### config.mk
export PLATFORM = sky130hd
export DESIGN_NAME = intrx
export DESIGN_NICKNAME = d
export VERILOG_FILES = /design/src/rtl/intrx.sv
export SDC_FILE = /design/constraint.sdc
export NUM_CORES = 1
export LEC_CHECK = 0
export CAP_MARGIN = 20
export CORE_ASPECT_RATIO = 0.8
export CORE_UTILIZATION = 51
export CTS_CLUSTER_SIZE = 8
export DETAILED_ROUTE_END_ITERATION = 16
export GPL_TIMING_DRIVEN = 0
export PLACE_DENSITY = 0.88
export RECOVER_POWER = 100
export SETUP_SLACK_MARGIN = 0.4
export SYNTH_ARGS = -nofsm -noshare
export SYNTH_HDL_FRONTEND = slang
export SYNTH_SLANG_ARGS = --single-unit
export TNS_END_PERCENT = 30
### constraint.sdc
create_clock -name clk -period 2.55 [get_ports clk]
set_clock_uncertainty 0.15 [all_clocks]
set_input_delay 0.51 -clock clk [delete_from_list [all_inputs] [get_ports clk]]
set_output_delay 0.51 -clock clk [all_outputs]
set_load 0.005 [all_outputs]
### src/rtl/intrx.sv
// Interrupt controller: masks sticky event status, raises irq, then holds off re-arming for a programmable time.
// Build option INTRX_PULSE_EN: irq pulses once per IDLE->ASSERT entry instead of following the ASSERT level.
module intrx #(
    parameter int WIDTH  = 8,
    parameter int HOLD_W = 8
) (
    input  logic             clk,
    input  logic             rst_n,
    input  logic [WIDTH-1:0] stky,
    input  logic             upen,
    input  logic             upws,
    input  logic             uprs,
    input  logic [1:0]       upa,
    input  logic [WIDTH-1:0] updi,
    output logic [WIDTH-1:0] updo,
    output logic             upack,
    output logic             irq
);

    typedef enum logic [1:0] {
        IDLE   = 2'd0,
        ASSERT = 2'd1,
        HOLD   = 2'd2
    } state_t;

    localparam logic [HOLD_W-1:0] HOLD_ONE = HOLD_W'(1);

    state_t            state;
    state_t            state_nxt;
    logic [HOLD_W-1:0] cnt;
    logic [HOLD_W-1:0] cnt_nxt;
    logic [HOLD_W-1:0] holdoff;
    logic [WIDTH-1:0]  mask;
    logic [WIDTH-1:0]  pend;
    logic [WIDTH-1:0]  hold_ext;
    logic [WIDTH-1:0]  rd_val;
    logic              wr_en;
    logic              rd_en;

    assign wr_en = upen & upws;
    assign rd_en = upen & uprs;
    // Registered mask: a same-cycle mask write only affects pend from the next cycle.
    assign pend  = stky & mask;

    always_comb begin
        hold_ext               = '0;
        hold_ext[HOLD_W-1:0]   = holdoff;
    end

    always_comb begin
        rd_val = '0;
        case (upa)
            2'd0:    rd_val = mask;
            2'd1:    rd_val = hold_ext;
            2'd2:    rd_val = pend;
            default: rd_val = '0;
        endcase
    end

    always_comb begin
        state_nxt = state;
        cnt_nxt   = cnt;
        case (state)
            IDLE: begin
                if (|pend) state_nxt = ASSERT;
            end
            ASSERT: begin
                if (!(|pend)) begin
                    if (holdoff == '0) begin
                        state_nxt = IDLE;
                    end else begin
                        state_nxt = HOLD;
                        cnt_nxt   = holdoff;
                    end
                end
            end
            HOLD: begin
                // pend is deliberately ignored until the holdoff count expires.
                cnt_nxt = cnt - HOLD_ONE;
                if (cnt == HOLD_ONE) state_nxt = IDLE;
            end
            default: state_nxt = IDLE;
        endcase
    end

`ifdef INTRX_PULSE_EN
    logic enter_p;

    always_ff @(posedge clk or negedge rst_n) begin
        if (!rst_n) begin
            enter_p <= 1'b0;
            irq     <= 1'b0;
        end else begin
            enter_p <= (state == IDLE) && (state_nxt == ASSERT);
            irq     <= enter_p;
        end
    end
`else
    always_ff @(posedge clk or negedge rst_n) begin
        if (!rst_n) irq <= 1'b0;
        else        irq <= (state == ASSERT);
    end
`endif

    always_ff @(posedge clk or negedge rst_n) begin
        if (!rst_n) begin
            state   <= IDLE;
            cnt     <= '0;
            mask    <= '0;
            holdoff <= '0;
            updo    <= '0;
            upack   <= 1'b0;
        end else begin
            state <= state_nxt;
            cnt   <= cnt_nxt;
            if (wr_en) begin
                case (upa)
                    2'd0:    mask    <= updi;
                    2'd1:    holdoff <= updi[HOLD_W-1:0];
                    default: ;
                endcase
            end
            upack <= wr_en | rd_en;
            updo  <= rd_en ? rd_val : '0;
        end
    end

endmodule

== Yosys cells after proc, flatten, opt, wreduce, memory -nomap -nowiden ==
Index checks and enable logic that the tools add are counted.

* Register bits after elaboration: 36
* Bits of input ports: 23
* Logic and storage cells: 40

* $add $sub $neg: 1
* Equality and inequality tests: 9
* Muxes and demuxes: 10
* Bitwise operators: 4
* Reduce and logical (&&, ||, !) cells: 9

{| class="wikitable"
|+ Operators by type and width
! operator !! count
|-
| $mux 8 || 3
|-
| $pmux 8 s3 || 1
|-
| $pmux 8 s2 || 1
|-
| $and 8x8->8 || 1
|-
| $eq 8x1->1 const B || 1
|-
| $logic_not 8->1 || 1
|-
| $mux 2 || 4
|-
| $ne 2x2->1 const B || 4
|-
| $reduce_or 8->1 || 1
|-
| $sub 8x1->8 const B || 1
|-
| $pmux 2 s3 || 1
|-
| $reduce_and 3->1 || 2
|-
| $eq 2x1->1 const B || 2
|-
| $eq 2x2->1 const B || 2
|-
| $logic_not 2->1 || 2
|-
| $reduce_and 2->1 || 2
|-
| $and 1x1->1 || 2
|-
| $reduce_bool 2->1 || 1
|-
| $or 1x1->1 || 1
|}

== Depth between registers and ports, before layout ==
* Depth after elaboration: 4
* Gate-level depth with buffers: 7
* Depth with buffers taken out: 7

== Least setup slack after synthesis ==
OpenSTA, ideal clock, no wires.

* Kind: input to register
* From: input stky[4]
* To: register cnt[2]
* Setup time: 126 ps
* Data arrival time: 1624 ps
* Setup slack: 650 ps
* Stages on the path: 5
* Path buffers: 0
* Path through: a22oi_1 -> nand2_1 -> nor4b_4 -> a21oi_2 -> a221o_1

* Longest elaborated chain between the ends: 4

{| class="wikitable"
|+ Ends and longest elaborated chain
! element !! line !! RTL
|-
| start: declaration || 9 || <nowiki>input logic [WIDTH-1:0] stky,</nowiki>
|-
| $and 8x8->8 || 43 || <nowiki>assign pend = stky & mask;</nowiki>
|-
| $reduce_or 8->1 || 68 || <nowiki>if (!(|pend)) begin</nowiki>
|-
| $ne 2x2->1 (no source line) || -- ||
|-
| $reduce_and 3->1 (no source line) || -- ||
|-
| end signal: assignment || 115 || <nowiki>cnt <= cnt_nxt;</nowiki>
|-
| end: declaration || 30 || <nowiki>logic [HOLD_W-1:0] cnt;</nowiki>
|}

No other way between the ends.
A chain may end at the register's enable or synchronous reset.

== Final worst setup path ==
* From: input upa[0]
* To: register holdoff[7], in the netlist hold_ext[7]

* Longest elaborated chain between the ends: 2

{| class="wikitable"
|+ Ends and longest elaborated chain
! element !! line !! RTL
|-
| start: declaration || 13 || <nowiki>input logic [1:0] upa,</nowiki>
|-
| $eq 2x1->1 || 117 || <nowiki>case (upa)</nowiki>
|-
| $reduce_and 2->1 (no source line) || -- ||
|-
| end signal: assignment || 119 || <nowiki>2'd1: holdoff <= updi[HOLD_W-1:0];</nowiki>
|-
| end: declaration || 32 || <nowiki>logic [HOLD_W-1:0] holdoff;</nowiki>
|}

No other way between the ends.

==> Implementation_results.wiki <==
{| class="wikitable"
! Metric !! Value
|-
| Run status || complete, but fails checks
|-
| Violated checks || capacitance limit, slew limit
|-
| Max-cap violations || 1
|-
| Most used standard cell by instance count after synthesis || dfrtp_1
|-
| Count of input and output buffers || 32
|-
| Number of search-and-repair iterations in the first detailed-routing pass || 5
|-
| TritonCTS Buffers || 5
|-
| Seq. cell area || 900.9 um^2
|-
| Clk_lat worst skew || 0.28 ns
|-
| Largest delay share family, worst path || buffers and inverters
|-
| Simple-gate share of the synthesized area || 18.28%
|-
| Final worst-path setup slack || 0.2581 ns
|-
| Transition time of the tightest slew-check pin || 1.869 ns
|-
| Post-detailed-route count of antenna-violating nets || 0
|-
| Commonest cells post-synth || dfrtp_1 (36), mux2_2 (16), nor2_1 (13), nand2b_1 (11), a32oi_1 (9)
|-
| Layout overhead on the synthesized area || 28.71%
|-
| Number of nets produced by synthesis || 170
|-
| Sequential share of the synthesized area || 52.86%
|-
| Xor/xnor cell area share of the yosys netlist || 0%
|-
| Clock transition time at the flip-flop clock pins of the worst setup and hold paths || 0.06 ns
|-
| Power density over the cells || 784.9 nW/um^2
|-
| Number of buffers added to fix hold violations after cts || 0
|-
| Crit path buffers/inverters || 2
|-
| Routability congestion estimate from global placement || 0.8139
|-
| Cell type with the highest aggregate area in the netlist || dfrtp_1
|-
| Global-route wire length before repair || 6.789 mm
|-
| Area of combinational cells with multiple inputs || 775.7 um^2
|-
| Largest cells by area after synthesis || dfrtp_1 (53%), mux2_2 (11%), a32oi_1 (4.6%)
|-
| Effective utilization at floorplan || 54.44%
|-
| Clock tree from TritonCTS || built
|-
| Number of DRC markers after the initial detailed-route iteration || 82
|-
| Prevailing post-synth register cell || dfrtp_1
|-
| Biggest cell delay along the critical path || 0.59 ns
|-
| Full die area || 3578 um^2
|-
| Data arrival at the endpoint of the critical path || 2.30 ns
|-
| Detailed-route vias per instance || 6.035
|-
| Highest attainable clock frequency || 0.4363 GHz
|-
| Crit path cell chain || dlygate4sd3_1 > inv_1 > nor2_2 > nand3_4 > mux2_2
|-
| Crit path max-delay cell type || dlygate4sd3_1
|-
| Setup WS pre-CTS || -0.1608 ns
|-
| Classification of the worst setup path || input pin to flip-flop
|-
| Vias in the first global route || 1484
|-
| # fillers || 237
|-
| Number of sinks on the clock net || 36
|-
| Post-route fraction of the period consumed by the critical path || 89.88%
|-
| Setup repair after global routing missed its margin || true
|-
| Post-synthesis instance total || 145
|-
| Syn. warnings || 0
|-
| DP HPWL || 2.892 mm
|-
| Placed Instances || 217
|-
| Sum of overflow across all layers after global routing || 0
|-
| Final count of pins violating max slew || 37
|-
| Post-synthesis instance area || 1704 um^2
|-
| CORE AREA || 3131 um^2
|-
| Number of nets in the layout || 215
|-
| Width of the die || 66.63 um
|-
| Via count || 1376
|-
| VDD IR-drop max || 0.0004985 V
|-
| Async set-or-reset flop fraction in the synthesized netlist || 100.0%
|-
| Total wire length || 4.110 mm
|-
| Main combinational cell family by area after synthesis || simple AND/OR/NAND/NOR gates
|-
| Static power due to leakage || 0.0009282 uW
|-
| Area share of fa/ha/maj cells after synthesis || 1.468%
|-
| HP Class || flip-flop to flip-flop
|-
| Synthesized area per cell || 11.75 um^2
|-
| Required arrival time at the worst endpoint || 2.56 ns
|-
| Maximum fanout count along the critical path || 9
|-
| Post-synth EDFFs || 0
|-
| Finished Layout Cells || 228
|-
| Pin count of the biggest net entering global routing || 37
|-
| Mux share of post-synthesis cell area || 10.57%
|-
| Post-synthesis register bit count || 36
|-
| Worst slew margin relative to its limit || -24.59%
|-
| Cell at the root of the clock tree || clkbuf_8
|-
| CTS H-tree depth || 2
|-
| Top-Level Pins || 33
|-
| Share of final-layout standard cells stronger than drive strength 1 || 20.21%
|-
| Nature of the critical path startpoint || input pin
|-
| Count of endpoints failing setup in the final report || 0
|-
| Clock period minus final worst setup slack || 2.292 ns
|-
| Synth Area in Compound Gates || 15.27%
|-
| Antenna Cells || 0
|-
| Standard-cell row count || 18
|-
| Antenna violations before repair || 0
|-
| Post-detailed-route wirelength per cell || 18.03 um
|-
| Count of distinct cell types in the synthesized netlist || 39
|-
| Die height || 53.70 um
|-
| Post-route DRC violation count || 0
|-
| Type of element capturing the critical path || flip-flop
|-
| Final design utilization || 70.06%
|-
| Overall track demand over capacity in global routing || 26.67%
|-
| Final worst hold slack || 0.3934 ns
|-
| Yosys top cell area share || 52.86%
|-
| Final-report hold violation count || 0
|-
| Maximum root-to-sink buffer count || 2
|}
[state kept, by name, summed over array words and instances, names as in the netlist]
name,count
cnt,8
hold_ext,8
mask,8
updo,8
state,2
irq,1
upack,1
[cells by family (layout without fill, tap and decap cells)]
family                   Yosys count  count (layout)
flip-flops                        36              36
AO/OA/AOI/OAI                     32              32
multiplexers                      16              16
AND/OR/NAND/NOR                   52              52
buffers and inverters              7              50
adder cells (fa/ha/maj)            2               2
[cells in the final DEF, fill, tap and decap left out, drive strengths merged]
cell / instances
a21o: 1
a21oi: 4
a221o: 2
a221oi: 1
a22oi: 4
a311oi: 1
a32oi: 9
and2: 1
and3: 1
and3b: 1
buf: 4
clkbuf: 10
clkdlybuf4s50: 17
dfrtp: 36
dlygate4sd3: 14
ha: 2
inv: 5
mux2: 16
nand2: 6
nand2b: 11
nand3: 2
nand3b: 2
nor2: 14
nor2b: 2
nor3: 3
nor4: 5
nor4b: 1
o21a: 1
o21ai: 3
o311a: 1
o31a: 3
o31ai: 2
or3: 1
or4: 2
[what timing repair did]
action / 4_1_cts / 5_1_grt
setup buffers: 5 / 1
gates resized for setup: 4 / 0
endpoints found under the setup margin: 25 / 25
endpoints found under the hold margin: 0 / 0
pin swaps: 1 / 1
[path summary, 6_finish.rpt]
kind / start / end / cells past startpoint / slack, ns
worst max register to register: mask[0] / cnt[2] / 6 / 0.62
max in group asynchronous: rst_n / cnt[3] / 1 / 0.59
worst min register to register: mask[1] / mask[1] / 1 / 0.39
min in group asynchronous: rst_n / upack / 1 / 0.59
worst max-delay path: upa[0] / hold_ext[7] / 5 / 0.26
worst min-delay path: mask[1] / mask[1] / 1 / 0.39
[area by class of cell]
class	count	share of cell area, %
Timing Repair Buffer	38	16.94
Sequential cell	36	41.07
Inverter	5	0.8557
Buffer	2	0.3423
Tap cell	40	2.282
Multi-Input combinational cell	102	35.37
Clock buffer	5	3.137
[per-stage QoR]
step / TNS, ns / power, uW / area [um^2]
after floorplan: 0 / 1164 / 1704
after global routing: 0 / 1835 / 2193
final: 0 / 1721 / 2193
after global placement: -0.3092 / 1311 / 2074
after CTS: 0 / 1734 / 2196
after detailed placement: -1.717 / 1355 / 2069
[layer usage]
layer | track usage (%) | share of wire (%) | routed length, um
met5 | 0 | 0 | 0
met3 | 5.297 | 5.4 | 220
met4 | 12.06 | 1.3 | 53
met1 | 31.24 | 41 | 1698
met2 | 47.81 | 52 | 2137
[where the power goes]
group / internal (uW) / switching, uW
logic: 279 / 217
clock network: 175 / 168
registers: 719 / 163
Note: power is estimated with default switching activity, not from simulation.
